### src/rtl/lcd_rect_arbiter_pkg.sv
// Shared constants and types for the rectangle-fill arbiter.
// Latency: n/a (declarations only).
// Backpressure: n/a.
package lcd_rect_arbiter_pkg;

  localparam int DEF_LCD_WIDTH  = 240;
  localparam int DEF_LCD_HEIGHT = 320;
  localparam int COLOUR_W       = 16;   // RGB565
  localparam int X_W            = 8;
  localparam int Y_W            = 9;

  typedef enum logic [1:0] {
    IDLE = 2'd0,
    LOAD = 2'd1,
    DRAW = 2'd2,
    DONE = 2'd3
  } state_e;

  // Index width that stays at least one bit for a single requester.
  function automatic int idx_width(input int n);
    return (n > 1) ? $clog2(n) : 1;
  endfunction

endpackage

### src/rtl/lcd_rect_arbiter_rr_select.sv
// Round-robin pick: first set req bit searched upward from last_idx+1 (wrapping).
// Latency: purely combinational.
// Backpressure: none; found=0 when no request is pending.
module rr_select #(
  parameter int NUM_REQ = 2,
  parameter int IDX_W   = 1
) (
  input  logic [NUM_REQ-1:0] req,
  input  logic [IDX_W-1:0]   last_idx,
  output logic [NUM_REQ-1:0] winner,
  output logic [IDX_W-1:0]   winner_idx,
  output logic               found
);

  logic [IDX_W-1:0] cand;

  // Walk the ring starting just after the previous owner; first hit wins.
  always_comb begin
    winner     = '0;
    winner_idx = '0;
    found      = 1'b0;
    cand       = '0;
    for (int i = 1; i <= NUM_REQ; i++) begin
      cand = IDX_W'((int'(last_idx) + i) % NUM_REQ);
      if (!found && req[cand]) begin
        found        = 1'b1;
        winner[cand] = 1'b1;
        winner_idx   = cand;
      end
    end
  end

endmodule

### src/rtl/lcd_rect_arbiter.sv
// Arbitrates rectangle-fill requests and streams clipped pixels to the display.
// Latency: first pixelWrite two cycles after req is seen in IDLE; done one cycle after last accept.
// Backpressure: pixelWrite holds address/data until pixelReady; requesters wait on done.
module lcd_rect_arbiter
  import lcd_rect_arbiter_pkg::*;
#(
  parameter int NUM_REQ    = 2,
  parameter int LCD_WIDTH  = DEF_LCD_WIDTH,
  parameter int LCD_HEIGHT = DEF_LCD_HEIGHT
) (
  input  logic                         clock,
  input  logic                         reset_n,
  input  logic [NUM_REQ-1:0]           req,
  input  logic [NUM_REQ*X_W-1:0]       reqX0,
  input  logic [NUM_REQ*Y_W-1:0]       reqY0,
  input  logic [NUM_REQ*X_W-1:0]       reqW,
  input  logic [NUM_REQ*Y_W-1:0]       reqH,
  input  logic [NUM_REQ*COLOUR_W-1:0]  reqColour,
  output logic [NUM_REQ-1:0]           done,
  output logic [NUM_REQ-1:0]           grant,
  output logic                         busy,
  output logic [X_W-1:0]               xAddr,
  output logic [Y_W-1:0]               yAddr,
  output logic [COLOUR_W-1:0]          pixelData,
  output logic                         pixelWrite,
  input  logic                         pixelReady
);

  localparam int         IDX_W = idx_width(NUM_REQ);
  localparam logic [9:0] X_LIM = 10'(LCD_WIDTH);
  localparam logic [9:0] Y_LIM = 10'(LCD_HEIGHT);

  state_e               state_q, state_d;
  logic [NUM_REQ-1:0]   grant_q, grant_d;
  logic [IDX_W-1:0]     own_q, own_d;
  logic [IDX_W-1:0]     last_q, last_d;
  logic [X_W-1:0]       x_q, x_d, x0_q, x0_d, x_end_q, x_end_d;
  logic [Y_W-1:0]       y_q, y_d, y_end_q, y_end_d;
  logic [COLOUR_W-1:0]  colour_q, colour_d;

  logic [NUM_REQ-1:0]   rr_winner;
  logic [IDX_W-1:0]     rr_idx;
  logic                 rr_found;

  logic [X_W-1:0]       cmd_x0, cmd_w;
  logic [Y_W-1:0]       cmd_y0, cmd_h;
  logic [COLOUR_W-1:0]  cmd_colour;
  logic [9:0]           x_sum, y_sum, x_lim, y_lim;
  logic                 cmd_empty;

  rr_select #(
    .NUM_REQ (NUM_REQ),
    .IDX_W   (IDX_W)
  ) u_rr_select (
    .req        (req),
    .last_idx   (last_q),
    .winner     (rr_winner),
    .winner_idx (rr_idx),
    .found      (rr_found)
  );

  // Owner's command slice; only consumed while in LOAD.
  assign cmd_x0     = reqX0[int'(own_q)*X_W +: X_W];
  assign cmd_y0     = reqY0[int'(own_q)*Y_W +: Y_W];
  assign cmd_w      = reqW[int'(own_q)*X_W +: X_W];
  assign cmd_h      = reqH[int'(own_q)*Y_W +: Y_W];
  assign cmd_colour = reqColour[int'(own_q)*COLOUR_W +: COLOUR_W];

  // Far edge computed wide so X0+W / Y0+H cannot wrap before clipping.
  assign x_sum = {2'b00, cmd_x0} + {2'b00, cmd_w};
  assign y_sum = {1'b0, cmd_y0} + {1'b0, cmd_h};
  assign x_lim = (x_sum < X_LIM) ? x_sum : X_LIM;
  assign y_lim = (y_sum < Y_LIM) ? y_sum : Y_LIM;
  assign cmd_empty = (cmd_w == '0) || (cmd_h == '0) ||
                     ({2'b00, cmd_x0} >= X_LIM) || ({1'b0, cmd_y0} >= Y_LIM);

  // Next-state: grant in IDLE, latch+clip in LOAD, raster scan in DRAW.
  always_comb begin
    state_d  = state_q;
    grant_d  = grant_q;
    own_d    = own_q;
    last_d   = last_q;
    x_d      = x_q;
    y_d      = y_q;
    x0_d     = x0_q;
    x_end_d  = x_end_q;
    y_end_d  = y_end_q;
    colour_d = colour_q;
    case (state_q)
      IDLE: begin
        if (rr_found) begin
          state_d = LOAD;
          grant_d = rr_winner;
          own_d   = rr_idx;
          last_d  = rr_idx;
        end
      end
      LOAD: begin
        if (cmd_empty) begin
          state_d = DONE;
        end else begin
          state_d  = DRAW;
          x_d      = cmd_x0;
          y_d      = cmd_y0;
          x0_d     = cmd_x0;
          colour_d = cmd_colour;
          x_end_d  = X_W'(x_lim - 10'd1);
          y_end_d  = Y_W'(y_lim - 10'd1);
        end
      end
      DRAW: begin
        if (pixelReady) begin
          if (x_q == x_end_q) begin
            if (y_q == y_end_q) begin
              state_d = DONE;
            end else begin
              x_d = x0_q;
              y_d = y_q + 9'd1;
            end
          end else begin
            x_d = x_q + 8'd1;
          end
        end
      end
      DONE: begin
        state_d = IDLE;
        grant_d = '0;
      end
      default: state_d = IDLE;
    endcase
  end

  // State and datapath registers; reset abandons any rectangle in flight.
  always_ff @(posedge clock or negedge reset_n) begin
    if (!reset_n) begin
      state_q  <= IDLE;
      grant_q  <= '0;
      own_q    <= '0;
      last_q   <= IDX_W'(NUM_REQ - 1);
      x_q      <= '0;
      y_q      <= '0;
      x0_q     <= '0;
      x_end_q  <= '0;
      y_end_q  <= '0;
      colour_q <= '0;
    end else begin
      state_q  <= state_d;
      grant_q  <= grant_d;
      own_q    <= own_d;
      last_q   <= last_d;
      x_q      <= x_d;
      y_q      <= y_d;
      x0_q     <= x0_d;
      x_end_q  <= x_end_d;
      y_end_q  <= y_end_d;
      colour_q <= colour_d;
    end
  end

  assign grant      = grant_q;
  assign done       = (state_q == DONE) ? grant_q : '0;
  assign busy       = (state_q != IDLE);
  assign pixelWrite = (state_q == DRAW);
  assign xAddr      = x_q;
  assign yAddr      = y_q;
  assign pixelData  = colour_q;

endmodule

### config.mk
export PLATFORM = sky130hd
export DESIGN_NAME = lcd_rect_arbiter
export DESIGN_NICKNAME = d
export VERILOG_FILES = /design/src/rtl/lcd_rect_arbiter_pkg.sv /design/src/rtl/lcd_rect_arbiter_rr_select.sv /design/src/rtl/lcd_rect_arbiter.sv
export SDC_FILE = /design/constraint.sdc
export NUM_CORES = 1
export LEC_CHECK = 0
export BUFFER_PORTS_ARGS = -buffer_cell sky130_fd_sc_hd__buf_2
export CORE_ASPECT_RATIO = 1.75
export CORE_MARGIN = 2
export CORE_UTILIZATION = 30
export CTS_CLUSTER_SIZE = 14
export DETAILED_ROUTE_END_ITERATION = 16
export GPL_ROUTABILITY_DRIVEN = 0
export GPL_TIMING_DRIVEN = 0
export PLACE_DENSITY_LB_ADDON = 0.15
export SETUP_SLACK_MARGIN = 0.5
export SYNTH_ARGS = -nofsm -noshare
export SYNTH_HDL_FRONTEND = slang
export SYNTH_SLANG_ARGS = --single-unit
### constraint.sdc
create_clock -name clock -period 8.5 [get_ports clock]
set_input_delay 0.85 -clock clock [delete_from_list [all_inputs] [get_ports clock]]
set_output_delay 0.85 -clock clock [all_outputs]
set_load 0.02 [all_outputs]
==> results by group <==
Outcome
  • Status: finished, final reports clean

Worst hold path
  • Hold Path Class: reg2reg
  • HP Start: pixelData[4]

Cells and area
  • Final instance area: 6430 µm²
  • Ant diodes: 0
  • Most frequent cells in the layout: 156 x buf_2, 67 x nand2_1, 63 x dfrtp_1
  • Filler cells: between 1500 and 2000
  • Multi-input gate area: 3260 µm²
  • Area Growth Syn to Fin: 26.3%
  • Register Area: about 1600 µm²
  • Net count reported at finish: ~860
  • Commonest non-fill, non-tap cell in the layout: buf_2
  • Share of layout cells above drive strength 1: 29.6%

Critical path
  • CP Data Arrival Time: ~6200 ps
  • Reg-to-reg startpoint: own_q
  • Worst Setup SP: own_q
  • Slowest CP cell: dfrtp_1
  • CP startpoint kind: flop
  • Max stage delay on crit path: 440 ps
  • Kind of critical path: reg2reg
  • Crit Path Max Fanout: 10
  • Cell-by-cell trace of the critical path: buf_4 > buf_6 > buf_2 > buf_2 > mux2_2 > ha_1 > and2_1 > o21ai_0 > a31oi_1 > o21a_1 > or3_1 > clkbuf_1 > and2_4 > nand2b_1 > ha_1 > nor2b_1 > nand3b_1 > o311a_1 > nor3_1 > xor2_1 > nand4_1 > o311ai_2
  • CP endpoint kind: flop
  • Reg2Reg Setup Slack: roughly 2500 ps
  • Critical Path RT: between 8000 and 9000 ps

Detailed routing
  • ANT nets after route: 0
  • Vias per inst: around 5
  • Final wirelength: approximately 17000 µm
  • Drt first pass iters: 4
  • Initial drt markers: roughly 140
  • Vias: ~5000
  • DRC Markers: 0
  • DR WL/cell: about 17 µm

STA
  • Fmax: ~170 MHz
  • Final period utilization: a little over two thirds
  • Final setup fails: 0
  • Slew margin rel.: a little under two fifths
  • Tmin final: 6010 ps
  • Slew at the pin with the worst max-slew slack: 945 ps
  • Setup tns final: 0 ps
  • Worst Clk Skew: 4.57 ps
  • Slew Limit Fails: 0
  • WHS: between 400 and 500 ps
  • RSZ-0062 raised after global routing: no
  • Final Hold Vio Count: 0

Clock network
  • Clock Path Buffers: 2
  • Clk pin slew, worst setup/hold paths: 50 ps
  • Setup Buffers After CTS: 0
  • CTS Sinks: 64
  • Num CTS Buffers: 9
  • CTS HTree Levels: 3
  • CTS Hold Bufs: 0
  • Root Driver: clkbuf_16
  • CTS tree: done
  • Insertion delay to the later sink of the worst-skew pair: roughly 330 ps
  • Cts repair resizes: 0

Floorplanning
  • Die width: 102 µm
  • Initial core utilization: 30.3%
  • Cell Rows: 63
  • DIE AREA: ~18000 µm²
  • Die Ht: ~180 µm
  • Top-level port count: roughly 140
  • Core area: 16800 µm²

GRT
  • First-pass GRT wire length: 26100 µm
  • Pin count of the biggest net entering global routing: between 60 and 70
  • GRT Util Overall: a little under a fifth
  • Initial antenna violation count: 0
  • GRT overflow: 0
  • Number of global-route vias before repair: just over 5000

Synthesis
  • Post-synth EDFFs: 0
  • Average size of a mapped cell: a little under 9 µm²
  • Top cell type's share of synthesized area: between 30% and 40%
  • Synth area leader: dfrtp_1
  • Yosys warns: 0
  • Synth async-reset ratio: 100%
  • Synth Instances: ~580
  • Yosys cell types: between 60 and 70
  • Post-synthesis sequential area ratio: a little under a third
  • Post-Syn Area: around 5100 µm²
  • Main synth FF type: dfrtp_1
  • Synth area leaders: dfrtp_1 31%, mux2_2 6.6%, ha_1 6.4%, mux2i_1 5.9%, nand2_1 4.9%
  • Yosys reg bits: 64
  • Mapped Nets: a little over 700

Power and ir drop
  • Power per cell area: 432 nW/µm²
  • VDD IR max: 0.192 mV
  • Static Leakage: around 3.0 nW

Placement
  • Final HPWL DP: roughly 13000 µm
  • Placed cell areas: approximately 6000 µm²
  • I/O Buffers: ~140

Flow run
  • Max-cap viol count: 0
-- cells in the mapped netlist (2+ instances only) --
cell	n
mux2_2	30
or3_1	8
nor2_1	32
nand2b_1	8
a22o_1	4
nor2b_1	5
or4_1	3
a31oi_1	9
nand3_1	13
o311a_1	2
mux2i_1	30
buf_2	14
o21a_1	6
a32oi_1	2
nand2_1	67
xor2_1	23
and2_1	4
a41oi_1	2
a21oi_1	22
o21ai_0	44
a22oi_1	3
a221oi_1	2
a211o_1	2
nand3b_1	5
o31a_1	3
buf_1	2
and3_1	6
o221ai_1	2
nor4_1	7
inv_1	25
xnor2_1	23
clkbuf_1	10
o31ai_1	5
o2111ai_1	4
a21o_1	6
o211ai_1	3
nor3_1	11
ha_1	26
or2_2	4
a211oi_1	5
a221o_1	2
fa_1	2
o21ai_1	4
dfrtp_1	63
nand4_1	4
-- layout make-up --
class,count,area share [%]
timing repair buffer,143,11.2
multi-input combinational,460,50.7
buffer,28,2.08
tap,227,4.42
clock inverter,1,0.467
sequential,64,24.9
clock buffer,15,4.79
inverter,25,1.46
-- sequential cells by signal, indices dropped and copies added, names as in the netlist --
register and cells:
pixelData 16, yAddr 9, y_end_q 9, x0_q 8, xAddr 8, x_end_q 8, grant 2, state_q 2
last_q 1, own_q 1
-- power by group --
part           total (mW)  switching (mW)  internal (mW)
logic                1.77            1.04          0.725
clock network       0.408           0.133          0.275
registers           0.599           0.146          0.453
total                2.77            1.32           1.45
-- cell families (layout without fill, tap and decap cells) --
group | after synthesis | in the layout | synth area share, %
and+or+nand+nor | 183 | 183 | 17.6
AOI/OAI and AO/OA | 143 | 143 | 18.8
DFF | 64 | 64 | 31.5
muxes | 60 | 60 | 12.5
buffers and inverters | 53 | 212 | 4.48
xor gates and xnor gates | 46 | 46 | 7.92
adders and majority gates | 28 | 28 | 7.18
-- worst max-delay path: cells and delay by family (launching register included) --
| family | cells | cell delay, ps |
|---|---|---|
| xor+xnor | 1 | 190 |
| compound gates | 5 | 1230 |
| simple gates | 8 | 1660 |
| flops | 1 | 440 |
| mux | 1 | 410 |
| buf+inv | 5 | 1270 |
| fa+ha+maj | 2 | 680 |
-- metal layers --
| metal | share of wire [%] | GRT usage [%] |
|---|---|---|
| met4 | 5.7 | 10.3 |
| met5 | 0 | 0 |
| met1 | 37 | 20.4 |
| met3 | 3.5 | 2.85 |
| met2 | 53 | 34.8 |
-- worst paths after layout --
| path | end | cells past startpoint |
|---|---|---|
| max | y_end_q[6] | 22 |
| min | pixelData[4] | 2 |
| max reg2reg | y_end_q[6] | 22 |
| min reg2reg | pixelData[4] | 2 |
| max in group asynchronous | x0_q[0] | 1 |
| min in group asynchronous | x_end_q[7] | 1 |
-- through the flow --
step           std cells  setup WS [ps]  util, %  power, mW
5_1_grt              963           1990     38.3       3.03
3_5_place_dp         947           2440     36.3       2.39
2_1_floorplan        577           3550        -       1.86
4_1_cts              963           2410     38.3       2.81
6_report             963           2490     38.3       2.77
3_3_place_gp         947           2560     36.2       2.36
Power figures use the tool's default switching activity.
